<file path="src/rtl/rv32_regfile_sb.sv">
// rv32_regfile_sb: NRD-read / 2-write register file with per-register busy scoreboard.
// Define API_REGFILE_BYPASS_EN to forward same-cycle write data to read ports.
module rv32_regfile_sb #(
  parameter int XLEN  = 32,
  parameter int NREGS = 32,
  parameter int AW    = 5,
  parameter int NRD   = 2
) (
  input  logic                clk_i,
  input  logic                rst_n_i,
  input  logic [NRD*AW-1:0]   rs_addr_i,
  output logic [NRD*XLEN-1:0] rs_val_o,
  output logic [NRD-1:0]      rs_busy_o,
  input  logic [1:0]          we_i,
  input  logic [2*AW-1:0]     wr_addr_i,
  input  logic [2*XLEN-1:0]   wr_data_i,
  input  logic                sb_set_i,
  input  logic [AW-1:0]       sb_addr_i,
  input  logic                sb_flush_i,
  output logic [AW:0]         busy_cnt_o
);
  localparam int CW = AW + 1;
  logic [XLEN-1:0]  regs [NREGS];
  logic [NREGS-1:0] busy, busy_n;
  logic [CW-1:0]    cnt;
  logic [AW-1:0]    wa0, wa1;
  logic             set_v, inc, clr0, clr1;
  assign wa0   = wr_addr_i[0 +: AW];
  assign wa1   = wr_addr_i[AW +: AW];
  assign set_v = sb_set_i && sb_addr_i != '0;
  // Count deltas mirror busy_n: a set on the same address masks a clear, and a shared lane address clears once.
  assign inc  = set_v && !busy[sb_addr_i];
  assign clr0 = we_i[0] && wa0 != '0 && busy[wa0] && !(set_v && sb_addr_i == wa0);
  assign clr1 = we_i[1] && wa1 != '0 && busy[wa1] && !(set_v && sb_addr_i == wa1) && !(we_i[0] && wa0 == wa1);
  always_comb begin
    busy_n = busy;
    for (int i = 1; i < NREGS; i++)
      busy_n[i] = sb_flush_i ? 1'b0 :
                  (set_v && sb_addr_i == AW'(i)) ? 1'b1 :
                  ((we_i[0] && wa0 == AW'(i)) || (we_i[1] && wa1 == AW'(i))) ? 1'b0 : busy[i];
    busy_n[0] = 1'b0;
  end
  always_ff @(posedge clk_i or negedge rst_n_i) begin
    if (!rst_n_i) begin
      busy <= '0;
      cnt  <= '0;
      for (int i = 0; i < NREGS; i++) regs[i] <= '0;
    end else begin
      busy <= busy_n;
      cnt  <= sb_flush_i ? '0 : cnt + CW'(inc) - CW'(clr0) - CW'(clr1);
      if (we_i[0] && wa0 != '0) regs[wa0] <= wr_data_i[0 +: XLEN];
      if (we_i[1] && wa1 != '0) regs[wa1] <= wr_data_i[XLEN +: XLEN];
    end
  end
  assign busy_cnt_o = cnt;
  for (genvar k = 0; k < NRD; k++) begin : g_rd
    logic [AW-1:0] ra;
    assign ra = rs_addr_i[k*AW +: AW];
`ifdef API_REGFILE_BYPASS_EN
    logic h0, h1;
    assign h0 = we_i[0] && wa0 == ra && ra != '0;
    assign h1 = we_i[1] && wa1 == ra && ra != '0;
    assign rs_val_o[k*XLEN +: XLEN] = h1 ? wr_data_i[XLEN +: XLEN] : h0 ? wr_data_i[0 +: XLEN] : regs[ra];
    assign rs_busy_o[k] = busy[ra] && !(h0 || h1);
`else
    assign rs_val_o[k*XLEN +: XLEN] = regs[ra];
    assign rs_busy_o[k] = busy[ra];
`endif
  end
endmodule

</file>
<file path="config.mk">
export PLATFORM = sky130hd
export DESIGN_NAME = rv32_regfile_sb
export DESIGN_NICKNAME = d
export VERILOG_FILES = /design/src/rtl/rv32_regfile_sb.sv
export SDC_FILE = /design/constraint.sdc
export NUM_CORES = 2
export LEC_CHECK = 0
export BUFFER_PORTS_ARGS = -buffer_cell sky130_fd_sc_hd__buf_2
export CAP_MARGIN = 25
export CORE_UTILIZATION = 46
export DETAILED_ROUTE_END_ITERATION = 6
export PLACE_DENSITY = 0.67
export SLEW_MARGIN = 20
export SYNTH_ARGS = -nofsm -noshare
export SYNTH_HDL_FRONTEND = slang
export SYNTH_SLANG_ARGS = --single-unit
</file>
<file path="constraint.sdc">
create_clock -name clk_i -period 4.4 [get_ports clk_i]
set_input_delay 1.32 -clock clk_i [delete_from_list [all_inputs] [get_ports clk_i]]
set_output_delay 1.32 -clock clk_i [all_outputs]
set_load 0.05 [all_outputs]
</file>
# == Word level (Yosys, flattened, before mapping) ==
# Cells that the tools add are included.
# word_totals
mem_count,0
wordCells,472
ram_bits,0
in_bits,95
regBits,1061
mem_bits_ro,0
latchBits,0
# op_classes
multipliers,0
shifts,0
eq_ne,96
div_mod_pow,0
n_mux,118
n_reduce_logical,176
bitwise,4
n_addsub,3
magnitude_cmp,11
# ops
op,n
bitwise mux 1024 bit,2
two-way mux 1024 bit,2
binary-select mux 32 bit (select 5 bit),2
demux 32 bit (select 5 bit),2
"equality test 5 bit, second input constant",48
two-way mux 32 bit,6
"equality test 5 x 4 -> 1 bit, second input constant",24
logical AND 1 bit,107
two-way mux 1 bit,98
nonzero test 3 bit,31
"equality test 5 x 3 -> 1 bit, second input constant",12
logical OR 1 bit,31
"equality test 5 x 2 -> 1 bit, second input constant",6
"less-than comparator 5 x 6 -> 1 bit, second input constant",5
binary-select mux 1 bit (select 5 bit),5
"greater-or-equal comparator 6 bit, second input constant",4
NOT 5 -> 6 bit,4
"equality test 5 x 1 -> 1 bit, second input constant",3
equality test 5 bit,3
nonzero test 5 bit,3
"less-than comparator 6 x 1 -> 1 bit, second input constant",2
subtractor 6 x 1 -> 6 bit,2
adder 6 x 1 -> 6 bit,1
two-way mux 6 bit,1
zero test 1 bit,4

# == Longest topological paths before layout ==
# logic_depth
ltp_word,9
depth_mapped,19

# == Worst setup path after synthesis ==
# Ideal clock, no wire load.
# synth_path
path_type,in2reg
from,input wr_addr_i[6]
to,"register cnt[5], in the netlist busy_cnt_o[5]"
t_arrival_ps,4454
path_stages,17
required_ps,4268
setup_ps,132
path_slack_ps,-186
cell_sequence,clkbuf_1 > clkbuf_1 > buf_1 > mux4_2 > a22oi_1 > a211oi_1 > fa_1 > ha_1 > inv_1 > ha_1 > inv_1 > fa_1 > inv_1 > a21o_1 > a21oi_1 > xnor2_1 > nor2_1
# synth_via
elab_chain_len,7
word_cells_on_any_way,15
classes_between,add/sub (1); eq/ne (2); mux (3); reduce/logical (9)
# synth_lines
item,line_no,source
start: declaration,15,"input logic [2*AW-1:0] wr_addr_i,"
"binary-select mux 1 bit (select 5 bit), or another cell as far along",34,assign clr1 = we_i[1] && wa1 != '0 && busy[wa1] && !(set_v && sb_addr_i == wa1) && !(we_i[0] && wa0 == wa1);
two-way mux 1 bit (not written as such) / logical AND 1 bit (equally long branches),34,
logical AND 1 bit / zero test 1 bit (equally long branches),34,
logical AND 1 bit,34,
logical AND 1 bit (*),34,
subtractor 6 x 1 -> 6 bit (*),50,cnt <= sb_flush_i ? '0 : cnt + CW'(inc) - CW'(clr0) - CW'(clr1);
two-way mux 6 bit (*),50,
end signal: assignment,50,
end: declaration,25,logic [CW-1:0] cnt;
# Every way passes the cells marked *; elsewhere a longest branch is shown, timed or not. The select of a mux whose other input is x is not followed.
# A chain may end at the register's enable or synchronous reset.

# == Worst setup path in the final report ==
# layout_path
from,input rs_addr_i[5]
to,output rs_val_o[41]
# layout_via
elab_chain_len,4
# layout_lines
item,line_no,source
start: declaration,11,"input logic [NRD*AW-1:0] rs_addr_i,"
NOT 5 -> 6 bit (not written as such),66,assign rs_val_o[k*XLEN +: XLEN] = regs[ra];
binary-select mux 32 bit (select 5 bit),66,
two-way mux 32 bit (not written as such) (2 in a row),66,
end: declaration,12,"output logic [NRD*XLEN-1:0] rs_val_o,"
# No other way between the ends. The select of a mux whose other input is x is not followed.

==> results.md <==
* Outcome: complete, but fails checks
* Failing checks: negative setup slack
* First-pass GRT wire length at 392,200 um
* Post-synth top flop: dfrtp_1
* Hold Path Class: reg -> reg
* Cts hold-fix bufs at 0
* Initial core utilization at 0.4652
* Synth area leaders: dfrtp_1 (40%), mux4_2 (23%), mux2i_1 (11%), a21oi_1 (4.5%), nor2_1 (3.6%)
* HPWL after DPL at 158,600 um
* Register bit total from synthesis at 1,061
* Later-pin clock latency in the skew report at 0.77 ns
* Post-route DRC violation count at 0
* Storage cell area at 26,550 um^2
* Wire length per cell at 34.95 um
* Synth unique cells at 48
* Global route total overflow at 0
* RSZ-0062 raised after global routing: yes
* Vias at 56,284
* Sequential-to-total area share from yosys stat at 0.4021
* Synth top area share at 0.4021
* Wirelength, routed at 273,800 um
* Layout Nets at 5,932
* Die Y at 380.9 um
* Async S/R FF share, synth at 1.000
* DRT iter0 DRCs at 8,938
* Rel. slew slack at 0.2821
* Pwr dens at 454.0 nW/um^2
* Clock buffer count from CTS at 115
* Die ar. at 145,000 um^2
* Fmax at 0.2133 GHz
* CP Max Fanout at 10
* Final Cycle Share at 1.065
* IO Pins at 167
* Synth area leader: dfrtp_1
* Antenna violations before repair at 23
* H-Tree Depth at 3
* Setup crit start kind: input port
* Final setup margin at -0.2875 ns
* Setup TNS at -11.75 ns
* Crit path DAT at 3.37 ns
* Placeable Area at 141,900 um^2
* Post-DRT Antenna Nets at 0
* Core Rows at 138
* Most frequent cells in the layout: dfrtp_1 (1,061), mux2i_1 (748), mux4_2 (675)
* Vias in the first global route at 54,250
* Max-cap violations at 0
* Crit path kind: in -> out
* Gr usage total at 0.3724
* Pleak at 32.83 nW
* VDD IR max at 0.4860 mV
* Clk slew on worst S/H paths at 0.06 ns
* Layout area overhead at 16.78%
* PortBufs at 166
* EDFF count, synth at 0
* Multi-input gate area at 37,020 um^2
* Max Slew Vio Count at 0
* Clock root cell: clkbuf_16
* Share of layout cells above drive strength 1 at 0.2694
* Hold Vio Cnt, Final at 0
* Warnings, synthesis at 0
* Worst slack, placed at -0.5595 ns
* Clock Tree Buf Depth at 3
* Post-Syn Area at 66,020 um^2
* Fill cell count at 11,760
* CP Capture Type: primary output
* Fin crit period at 4.688 ns
* Syn_nets at 6,002
* Finish-stage setup viols at 66
* CTS tree: done
* Vias/cell at 7.185
* Clk sink count at 1,061
* GPL Wtd Cong at 0.9676
* Layout Skew at 0.009665 ns
* Die Wd at 380.9 um
* Pin count of the biggest net entering global routing at 148
* Worst-Margin Slew at 1.077 ns
* Most common cell after layout, fill and taps aside: dfrtp_1
* Initial DRT Pass Iterations at 7
* Gate Count Post-Synth at 5,899
* Worst path required time at 3.08 ns
* Worst hold slack at 0.3954 ns
* Synth Area per Inst at 11.19 um^2
==> what timing repair did <==
action | 4_1_cts | 5_1_grt
pin swaps | 0 | 0
endpoints found under the setup margin | 66 | 66
cloned | 34 | 4
gates resized for setup | 221 | 43
setup buffers | 30 | 7
==> routing by layer <==
layer  wire [um]  global-route usage  share of wire
met1       95630              0.4840           0.35
met2      115600              0.5222           0.42
met3       42940              0.1442           0.16
met4       19550              0.2299          0.071
met5          77                   0        0.00028
==> sequential cells by signal, indices dropped and copies added, names as in the netlist <==
signal,count
busy,31
busy_cnt_o,6
regs,1024
==> cells by family (layout without fill, tap and decap cells) <==
kind of cell / Yosys count / count (layout) / synth area share
muxes: 1494 / 1494 / 0.3558
AOI/OAI and AO/OA: 1309 / 1309 / 0.1157
and+or+nand+nor: 1224 / 1224 / 0.07364
DFF: 1061 / 1061 / 0.4021
buffers and inverters: 784 / 809 / 0.04846
xor gates and xnor gates: 19 / 19 / 0.002521
adders and majority gates: 8 / 8 / 0.001744
other: 0 / 20 / 0
==> cell usage after synthesis, types with 19 or more instances <==
| cell type | n |
|---|---|
| mux2_2 | 71 |
| mux4_2 | 675 |
| buf_2 | 112 |
| buf_1 | 55 |
| nand3_1 | 20 |
| mux2i_1 | 748 |
| a21oi_1 | 594 |
| dfrtp_1 | 1061 |
| clkbuf_1 | 581 |
| o21ai_0 | 414 |
| buf_4 | 19 |
| nand2_1 | 479 |
| nor2_1 | 638 |
| a32oi_1 | 272 |
==> worst max-delay path, stage by stage <==
cell and delay (ns):
buf_16 0.14, buf_12 0.19, buf_8 0.16, mux4_2 0.51, mux4_2 0.50, mux2_4 0.31, buf_4 0.20
==> per-stage QoR <==
stage | power, mW | instances | area [um^2] | utilization
2_1_floorplan | 20.96 | 5899 | 66830 | -
4_1_cts | 34.66 | 7821 | 77190 | 0.5439
6_report | 35.00 | 7834 | 77100 | 0.5432
3_5_place_dp | 23.90 | 7545 | 71170 | 0.5014
3_3_place_gp | 23.46 | 7545 | 71170 | 0.5014
5_1_grt | 36.16 | 7821 | 77070 | 0.5430
==> final cells by class <==
type | count | share of cell area
well taps | 1890 | 0.03067
inverters | 11 | 0.0005355
diodes | 20 | 0.0006492
repair buffers | 586 | 0.09283
clock buffers | 160 | 0.04250
multi-input cells | 4054 | 0.4801
clock inverters | 52 | 0.008309
flip-flops and latches | 1061 | 0.3444
==> power by group <==
part / internal, mW / total [mW] / switching (mW)
Clock: 5.89 / 10.3 / 4.42
Sequential: 12.2 / 14.4 / 2.25
Combinational: 5.53 / 10.2 / 4.71
Total: 23.6 / 35.0 / 11.4
==> path summary, 6_finish.rpt <==
| kind | from | cells after the start | endpoint | slack (ns) |
|---|---|---|---|---|
| setup reg to reg | busy[6]$_DFFE_PN0P_ | 16 | busy_cnt_o[5]$_DFF_PN0_ | 0.75 |
| hold / removal | regs[999]$_DFF_PN0_ | 0 | regs[999]$_DFF_PN0_ | 0.40 |
| setup / recovery | rs_addr_i[5] | 7 | rs_val_o[41] | -0.29 |
| hold reg to reg | regs[999]$_DFF_PN0_ | 0 | regs[999]$_DFF_PN0_ | 0.40 |
| min in group asynchronous | rst_n_i | 1 | regs[390]$_DFF_PN0_ | 0.53 |
| max in group asynchronous | rst_n_i | 2 | regs[762]$_DFF_PN0_ | 2.67 |
(Power assumes the default switching activity.)
